`src/rtl/fp_add_sub_pipe.sv`:
```
// Pipelined IEEE-754 adder/subtractor: input capture, unpack, align, add, normalise/round/pack.
// Round-to-nearest-even, flush-to-zero on input and output, valid/ready with whole-pipe stall.
module fp_add_sub_pipe #(
  parameter int unsigned WIDTH     = 32,
  parameter int unsigned EXP_BITS  = 8,
  parameter int unsigned MANT_BITS = 23,
  parameter int unsigned TAG_W     = 4
) (
  input  logic             clk,
  input  logic             rst_n,
  input  logic             in_valid,
  output logic             in_ready,
  input  logic [WIDTH-1:0] a,
  input  logic [WIDTH-1:0] b,
  input  logic             operation_select,
  input  logic [TAG_W-1:0] in_tag,
  output logic             out_valid,
  input  logic             out_ready,
  output logic [WIDTH-1:0] result,
  output logic [TAG_W-1:0] out_tag,
  output logic [3:0]       flags
);

  localparam int unsigned E         = EXP_BITS;
  localparam int unsigned M         = MANT_BITS;
  localparam int unsigned SW        = M + 4;
  localparam int unsigned AW        = M + 5;
  localparam int unsigned LZW       = $clog2(AW + 1);
  localparam int unsigned XW        = E + 2;
  localparam int unsigned SHIFT_MAX = M + 3;
  localparam logic [E-1:0]          EXP_ONES = '1;
  localparam logic [WIDTH-1:0]      QNAN     = {1'b0, EXP_ONES, 1'b1, {(M-1){1'b0}}};
  localparam logic signed [XW-1:0]  EXP_INF  = XW'((1 << E) - 1);

  logic advance;
  assign advance  = !out_valid || out_ready;
  assign in_ready = advance;

  logic v0, v1, v2, v3;

  // Stage 0: operand capture
  logic [WIDTH-1:0] s0_a, s0_b;
  logic             s0_op;
  logic [TAG_W-1:0] s0_tag;

  // S1 unpack: classify, flush subnormals, order by magnitude
  logic [E-1:0]     ea, eb;
  logic [M-1:0]     fa, fb;
  logic             sa, sb, eff_sub;
  logic             a_zero, b_zero, a_inf, b_inf, a_nan, b_nan, a_snan, b_snan;
  logic [WIDTH-2:0] a_mag, b_mag, big_mag, small_mag;
  logic             swap, big_sign;
  logic             spec1;
  logic [WIDTH-1:0] spec_res1;
  logic [3:0]       spec_flg1;

  assign ea      = s0_a[WIDTH-2:M];
  assign eb      = s0_b[WIDTH-2:M];
  assign fa      = s0_a[M-1:0];
  assign fb      = s0_b[M-1:0];
  assign sa      = s0_a[WIDTH-1];
  assign sb      = s0_b[WIDTH-1] ^ s0_op;
  assign eff_sub = sa ^ sb;
  assign a_zero  = (ea == '0);
  assign b_zero  = (eb == '0);
  assign a_inf   = (ea == EXP_ONES) && (fa == '0);
  assign b_inf   = (eb == EXP_ONES) && (fb == '0);
  assign a_nan   = (ea == EXP_ONES) && (fa != '0);
  assign b_nan   = (eb == EXP_ONES) && (fb != '0);
  assign a_snan  = a_nan && !fa[M-1];
  assign b_snan  = b_nan && !fb[M-1];
  assign a_mag   = a_zero ? '0 : s0_a[WIDTH-2:0];
  assign b_mag   = b_zero ? '0 : s0_b[WIDTH-2:0];
  assign swap      = b_mag > a_mag;
  assign big_mag   = swap ? b_mag : a_mag;
  assign small_mag = swap ? a_mag : b_mag;
  assign big_sign  = swap ? sb : sa;

  always_comb begin
    spec1     = 1'b0;
    spec_res1 = '0;
    spec_flg1 = '0;
    if (a_nan || b_nan) begin
      spec1     = 1'b1;
      spec_res1 = QNAN;
      spec_flg1 = {a_snan || b_snan, 3'b000};
    end else if (a_inf && b_inf && eff_sub) begin
      spec1     = 1'b1;
      spec_res1 = QNAN;
      spec_flg1 = 4'b1000;
    end else if (a_inf) begin
      spec1     = 1'b1;
      spec_res1 = {sa, EXP_ONES, {M{1'b0}}};
    end else if (b_inf) begin
      spec1     = 1'b1;
      spec_res1 = {sb, EXP_ONES, {M{1'b0}}};
    end else if (a_zero && b_zero) begin
      spec1     = 1'b1;
      spec_res1 = {sa & sb, {(WIDTH-1){1'b0}}};
    end
  end

  logic             s1_sign, s1_sub, s1_spec;
  logic [E-1:0]     s1_exp, s1_diff;
  logic [M:0]       s1_big, s1_small;
  logic [WIDTH-1:0] s1_spec_res;
  logic [3:0]       s1_spec_flg;
  logic [TAG_W-1:0] s1_tag;

  // S2 align: shift the smaller significand right, folding lost bits into sticky
  logic [SW-1:0]   small_ext, aligned;
  logic [2*SW-1:0] small_wide;
  assign small_ext  = {s1_small, 3'b000};
  assign small_wide = {small_ext, {SW{1'b0}}} >> s1_diff;
  assign aligned    = (32'(s1_diff) >= SHIFT_MAX)
                    ? {{(SW-1){1'b0}}, |s1_small}
                    : {small_wide[2*SW-1:SW+1], small_wide[SW] | (|small_wide[SW-1:0])};

  logic             s2_sign, s2_sub, s2_spec;
  logic [E-1:0]     s2_exp;
  logic [SW-1:0]    s2_big, s2_small;
  logic [WIDTH-1:0] s2_spec_res;
  logic [3:0]       s2_spec_flg;
  logic [TAG_W-1:0] s2_tag;

  // S3 add: magnitude-ordered operands, so the difference is never negative
  function automatic logic [LZW-1:0] lzc(input logic [AW-1:0] v);
    lzc = LZW'(AW);
    for (int i = 0; i < AW; i++)
      if (v[i]) lzc = LZW'(AW - 1 - i);
  endfunction

  logic [AW-1:0] sum3;
  assign sum3 = s2_sub ? ({1'b0, s2_big} - {1'b0, s2_small})
                       : ({1'b0, s2_big} + {1'b0, s2_small});

  logic             s3_sign, s3_spec;
  logic [E-1:0]     s3_exp;
  logic [AW-1:0]    s3_sum;
  logic [LZW-1:0]   s3_lzc;
  logic [WIDTH-1:0] s3_spec_res;
  logic [3:0]       s3_spec_flg;
  logic [TAG_W-1:0] s3_tag;

  // S4 normalise, round to nearest even, pack with overflow/underflow handling
  logic [AW-1:0]          shl;
  logic [SW-1:0]          norm;
  logic [M+1:0]           mant_r;
  logic [M-1:0]           frac;
  logic signed [XW-1:0]   exp_n, exp_r;
  logic                   round_up, inexact;
  logic [WIDTH-1:0]       res4;
  logic [3:0]             flg4;

  assign shl = s3_sum << (s3_lzc - LZW'(1));

  always_comb begin
    norm     = '0;
    exp_n    = XW'(s3_exp) + XW'(1) - XW'(s3_lzc);
    round_up = 1'b0;
    inexact  = 1'b0;
    mant_r   = '0;
    frac     = '0;
    exp_r    = '0;
    res4     = '0;
    flg4     = '0;
    if (s3_sum[AW-1]) norm = {s3_sum[AW-1:2], s3_sum[1] | s3_sum[0]};
    else              norm = shl[SW-1:0];
    round_up = norm[2] & (norm[1] | norm[0] | norm[3]);
    inexact  = norm[2] | norm[1] | norm[0];
    mant_r   = {1'b0, norm[SW-1:3]} + (M+2)'(round_up);
    exp_r    = exp_n + XW'(mant_r[M+1]);
    frac     = mant_r[M+1] ? mant_r[M:1] : mant_r[M-1:0];
    if (s3_spec) begin
      res4 = s3_spec_res;
      flg4 = s3_spec_flg;
    end else if (s3_sum == '0) begin
      res4 = '0;
    end else if (exp_r >= EXP_INF) begin
      res4 = {s3_sign, EXP_ONES, {M{1'b0}}};
      flg4 = 4'b0101;
    end else if (exp_r[XW-1] || exp_r == '0) begin
      res4 = {s3_sign, {(WIDTH-1){1'b0}}};
      flg4 = 4'b0011;
    end else begin
      res4 = {s3_sign, exp_r[E-1:0], frac};
      flg4 = {3'b000, inexact};
    end
  end

  // Control path: valid bits and output register, all gated by advance
  always_ff @(posedge clk) begin
    if (!rst_n) begin
      v0        <= 1'b0;
      v1        <= 1'b0;
      v2        <= 1'b0;
      v3        <= 1'b0;
      out_valid <= 1'b0;
      result    <= '0;
      out_tag   <= '0;
      flags     <= '0;
    end else if (advance) begin
      v0        <= in_valid;
      v1        <= v0;
      v2        <= v1;
      v3        <= v2;
      out_valid <= v3;
      if (v3) begin
        result  <= res4;
        out_tag <= s3_tag;
        flags   <= flg4;
      end
    end
  end

  // Datapath registers carry no reset; their valid bits qualify them
  always_ff @(posedge clk) begin
    if (advance) begin
      s0_a        <= a;
      s0_b        <= b;
      s0_op       <= operation_select;
      s0_tag      <= in_tag;
      s1_sign     <= big_sign;
      s1_sub      <= eff_sub;
      s1_spec     <= spec1;
      s1_exp      <= big_mag[WIDTH-2:M];
      s1_diff     <= big_mag[WIDTH-2:M] - small_mag[WIDTH-2:M];
      s1_big      <= {big_mag[WIDTH-2:M] != '0, big_mag[M-1:0]};
      s1_small    <= {small_mag[WIDTH-2:M] != '0, small_mag[M-1:0]};
      s1_spec_res <= spec_res1;
      s1_spec_flg <= spec_flg1;
      s1_tag      <= s0_tag;
      s2_sign     <= s1_sign;
      s2_sub      <= s1_sub;
      s2_spec     <= s1_spec;
      s2_exp      <= s1_exp;
      s2_big      <= {s1_big, 3'b000};
      s2_small    <= aligned;
      s2_spec_res <= s1_spec_res;
      s2_spec_flg <= s1_spec_flg;
      s2_tag      <= s1_tag;
      s3_sign     <= s2_sign;
      s3_spec     <= s2_spec;
      s3_exp      <= s2_exp;
      s3_sum      <= sum3;
      s3_lzc      <= lzc(sum3);
      s3_spec_res <= s2_spec_res;
      s3_spec_flg <= s2_spec_flg;
      s3_tag      <= s2_tag;
    end
  end

endmodule

```
`config.mk`:
```
export PLATFORM = sky130hd
export DESIGN_NAME = fp_add_sub_pipe
export DESIGN_NICKNAME = d
export VERILOG_FILES = /design/src/rtl/fp_add_sub_pipe.sv
export SDC_FILE = /design/constraint.sdc
export NUM_CORES = 1
export LEC_CHECK = 0
export ABC_CLOCK_PERIOD_IN_PS = 15600
export BUFFER_PORTS_ARGS = -buffer_cell sky130_fd_sc_hd__buf_2
export CAP_MARGIN = 25
export CORE_AREA = 3 3 179 181
export CTS_BUF_LIST = sky130_fd_sc_hd__clkbuf_8
export CTS_CLUSTER_SIZE = 24
export DETAILED_ROUTE_END_ITERATION = 8
export DIE_AREA = 0 0 182 184
export PLACE_DENSITY_LB_ADDON = 0.2
export SYNTH_ARGS = -nofsm -noshare
export SYNTH_HDL_FRONTEND = slang
export SYNTH_SLANG_ARGS = --single-unit
```
`constraint.sdc`:
```
create_clock -name clk -period 15.6 [get_ports clk]
set_input_delay 2.34 -clock clk [delete_from_list [all_inputs] [get_ports clk]]
set_output_delay 2.34 -clock clk [all_outputs]
set_load 0.02 [all_outputs]
```
-- After elaboration in Yosys (flattened, before gate mapping)
Index checks and enable logic that the tools add are counted.
- register bits: 406
- word-level logic and storage cells: 156
- input port bits: 73
- bitwise logic cells: 10
- reductions and logical operators: 35
- order comparisons: 3
- shifts and indexed selects: 2
- mux-type cells: 50
- eq/ne operators: 2
- add/sub/neg operators: 8
- operators by type and width (cell ; number):
    two-way mux 31 bit ; 6
    two-way mux 32 bit ; 5
    two-way mux 5 bit ; 11
    >> shifter 54 x 8 -> 54 bit ; 1
    zero test 23 bit ; 2
    nonzero test 23 bit ; 2
    two-way mux 4 bit ; 11
    > comparator 31 bit ; 1
    adder 27 x 27 -> 28 bit ; 1
    zero test 28 bit ; 1
    two-way mux 28 bit ; 1
    << shifter 28 x 5 -> 27 bit ; 1
    subtractor 27 x 27 -> 28 bit ; 1
    two-way mux 27 bit ; 1
    OR reduction 27 bit ; 1
    adder 24 x 1 -> 25 bit ; 1
    OR reduction 24 bit ; 1
    two-way mux 23 bit ; 1
    two-way mux 3 bit ; 7
    == test 8 bit, second input constant ; 2
    zero test 8 bit ; 2
    nonzero test 8 bit ; 2
    OR reduction 16 bit ; 1
    adder 10 x 1 -> 10 bit ; 1
    other kinds (19) ; 46

-- Logic depth before layout (Yosys ltp)
- word-level depth: 29
- mapped depth: 30

-- Least setup slack after synthesis
No wires, ideal clock.
- kind: in2out
- start: input out_ready
- end: output in_ready
- data arrival time: 9976 ps
- path slack: 3284 ps
- data required time: 13260 ps
- cell stages on the path: 2
- path buffers: 1
- path through: nand2b_1 > clkbuf_1
- cells in the longest elaborated chain, start to end: 1
- ends and longest elaborated chain (what ; line ; source):
    start: declaration ; 18 ; input logic out_ready,
    logical OR 1 bit ; 36 ; assign advance = !out_valid || out_ready;
    end: declaration ; 12 ; output logic in_ready,
Every way passes these cells.

-- Worst setup path after layout
- start: register s3_lzc[0]
- end: register result[1]
- cells in the longest elaborated chain, start to end: 14
- elaborated cells between the ends (all ways): 17
- ends and longest elaborated chain (what ; line ; source):
    start: declaration ; 140 ; logic [LZW-1:0] s3_lzc;
    start signal: assignment ; 246 ; s3_lzc <= lzc(sum3);
    branches (longest 11 deep; another with adder 24 x 1 -> 25 bit) ; -- ;
    two-way mux 31 bit * ; 179 ; end else if (exp_r >= EXP_INF) begin
    two-way mux 32 bit * ; 177 ; end else if (s3_sum == '0) begin
    two-way mux 32 bit * ; 174 ; if (s3_spec) begin
    end signal: assignment ; 209 ; result <= res4;
    end: declaration ; 19 ; output logic [WIDTH-1:0] result,
Mark *: on every way between the ends.
A chain may end at the register's enable or synchronous reset.

==> out/qor.yml <==
placed_design:
  post-place-ws_ns: 7.90
  place_hpwl_mm: 34.7
  dpl_cell_area_sq_mm: 0.0203
  gp_congestion: 0.987
  port_buffers: 114
logic_synthesis:
  synth.net_count: 2080
  synth_cell_types: 91
  netlist_area_sq_mm: 0.0195
  avgSynthCellArea_sq_um: 10.3
  ys_warn_count: 0
  synth-edff-count: 265
  synthArstFlopShare_pct: 0
  synth_flop_cell: "edfxtp_1"
  synth_seq_cells: 310
  synthCells: 1906
  ys_seq_area_share_pct: 45.3
clock_network:
  cts_buffer_depth: 3
  postCtsResizedCells: 0
  cts_sinks: 310
  cts_root_buf: "clkbuf_8"
  htree_levels: 2
  cts_setup_buffers: 0
  clk_pin_slew_ns: 0.06
  clk_latency_ns: 0.60
  cts_tree: "built"
  postCtsHoldBufs: 0
  cts_made_buffers: 49
worst_setup_path:
  cp_slowest_stage_delay_ns: 0.75
  worstSetupPathType: "reg2reg"
  worst_setup_path_start_kind: "flop"
  crit_path_frequent_cell: "inv_1"
  arrival_ns: 8.39
  worst-r2r-setup-slack_ns: 7.75
  critPathLaunch: "s3_lzc[0]"
  reg2regPathDepth: 26
  end_kind: "flop"
  cp-endpoint: "result[1]"
  cp_top_family: "compound AO/OA/AOI/OAI gates"
  path_max_fanout: 33
  crit_path_top_delay_cell: "nor4b_1"
  r2r_start: "s3_lzc[0]"
  r2r-end: "result[1]"
  path_depth: 26
  critical_path_required_ns: 16.14
  path_buf_inv: 5
grt:
  grt_pass1_vias: 14649
  overflow: 0
  grt_max_degree: 193
  track_usage_pct: 27.3
  grt_antenna_before_repair: 2
  grt_pass1_wl_mm: 74.5
timing:
  hold_viol: 0
  layout_setup_ws_ns: 7.75
  fin_crit_sh_pct: 50.3
  layout_min_cycle_time_ns: 7.85
  grt_setup_unrepaired: "no"
  maxSlewHeadroom_pct: 31.9
  fmax_mhz: 127
  fin_worst_skew_ns: 0.0230
  final.setup.tns_ns: 0
  setup_viol: 0
  worst_pin_slew_ns: 1.02
  drv_slew: 0
min_path:
  hold_class: "reg2reg"
cells_and_area:
  final_area_sq_mm: 0.0212
  area_delta_synth_final_pct: 8.67
  layout_commonest_cell: "edfxtp_1"
  layout_common_cells: "edfxtp_1, nand2_1, nor2_1"
  num-nets-final: 2161
  fin_util_pct: 69.4
  n_antenna_cell: 0
  fillCellCount: 2295
  drive_gt1_share_pct: 14.0
drt:
  firstDrtPassIters: 6
  vias_per_cell: 6.35
  final_antenna_net_count: 0
  vias: 15375
  routedWlPerCell_microns: 19.1
  drtIter0Drc: 1180
  drc: 0
  wl_mm: 46.3
floorplanning:
  coreArea_sq_mm: 0.0306
  dieArea_sq_mm: 0.0335
  die_w_microns: 182
  dieHeight_microns: 184
  initial_core_util_pct: 63.9
  rows: 64
  ioPinCount: 115
power:
  power_uw: 3450
  p_per_area_mw_per_mm2: 163
  p_leak_uw: 0.00863
  ir_worst_vdd_mv: 0.0976
status:
  status: "completed"
flow_run:
  cap_violations: 0
## power by group
group          internal, uW  total, uW  leakage (uW)  switching (uW)
combinational           661       1610       0.00483             949
sequential             1030       1180       0.00325             141
clock                   353        668      0.000543             316
## Yosys cell counts, types with 8 or more instances
library cell  count  area (sq um)
o31ai_1          12          90.1
mux2_2           19           214
nor3_1           54           270
o21bai_1          9          67.6
mux4_2           23           518
nand2_1         211           792
mux2i_1          51           510
or2_2             8          50.1
o21ai_1           8          40.0
nand3_1          22           110
a31oi_1          18           113
nand4_1          31           194
o21ai_0         125           626
or4_1             8          60.1
and3_1           21           131
buf_1            12          45.0
nor2b_1          15          93.8
o211ai_1         22           165
xor2_1           14           123
a221oi_1          9          78.8
o221a_2           9           101
mux4_1           15           394
nor4_1           38           238
a211o_1          17           149
nand2b_1         19           119
o21a_1           16           120
edfxtp_1        265          7960
a211oi_1         20           150
xnor2_1          35           307
a21o_1           28           210
and2_1           43           269
a21oi_1          89           445
dfxtp_1          45           901
ha_1             98          1230
inv_1            95           357
clkbuf_1         67           251
nor2_1          167           627
## stage by stage
stage / instances / hold slack, ns
after floorplan: 1906 / 0.400
after global placement: 2331 / 0.401
after detailed placement: 2332 / 0.405
after CTS: 2421 / 0.397
after global routing: 2421 / 0.404
final: 2421 / 0.394
## how the worst min path moves through the flow
stage,from,end,slack [ns],cells after the start
floorplan,s0_tag[0],s1_tag[0],0.40,0
global placement,s2_tag[1],s3_tag[1],0.40,0
detailed placement,s1_big[17],s2_big[20],0.40,0
CTS,s1_big[17],s2_big[20],0.40,0
global route,s1_big[17],s2_big[20],0.40,0
finish,s1_big[17],s2_big[20],0.39,0
## cells by family (layout without fill, tap and decap cells)
| family | count (synthesis) | after routing | synth area share, % |
|---|---|---|---|
| buffers and inverters | 198 | 317 | 4.46 |
| XOR/XNOR | 52 | 52 | 2.45 |
| flip-flops | 310 | 310 | 45.3 |
| adder cells (fa/ha/maj) | 101 | 101 | 6.58 |
| multiplexers | 109 | 109 | 8.43 |
| AND/OR/NAND/NOR | 676 | 676 | 17.0 |
| AO/OA/AOI/OAI | 460 | 460 | 15.8 |
## state kept, by name, indices dropped and copies added, names as in the netlist, 5 cells and up
| signal | count |
|---|---|
| result | 32 |
| s0_a | 32 |
| s0_b | 32 |
| s1_big | 24 |
| s1_diff | 8 |
| s1_exp | 8 |
| s1_small | 24 |
| s2_big | 24 |
| s2_exp | 8 |
| s2_small | 27 |
| s3_exp | 8 |
| s3_lzc | 5 |
| s3_sum | 28 |
## area by class of cell
type | count | area, sq um | area share, %
clock inverter | 36 | 240 | 1.13
timing repair buffer | 132 | 718 | 3.38
inverter | 96 | 360 | 1.70
multi-input combinational | 1398 | 9840 | 46.3
sequential | 310 | 8860 | 41.7
tap | 396 | 495 | 2.33
clock buffer | 53 | 729 | 3.43
## per-layer routing
metal  global-route usage (%)  vias to the layer above  wire, microns
met5                        0                        -              0
met4                     10.5                        0           1860
met3                     4.21                      140           3150
met2                     45.2                      574          21800
met1                     36.7                     7322          19500
li1                         -                     7339              -
Power figures use the tool's default switching activity.
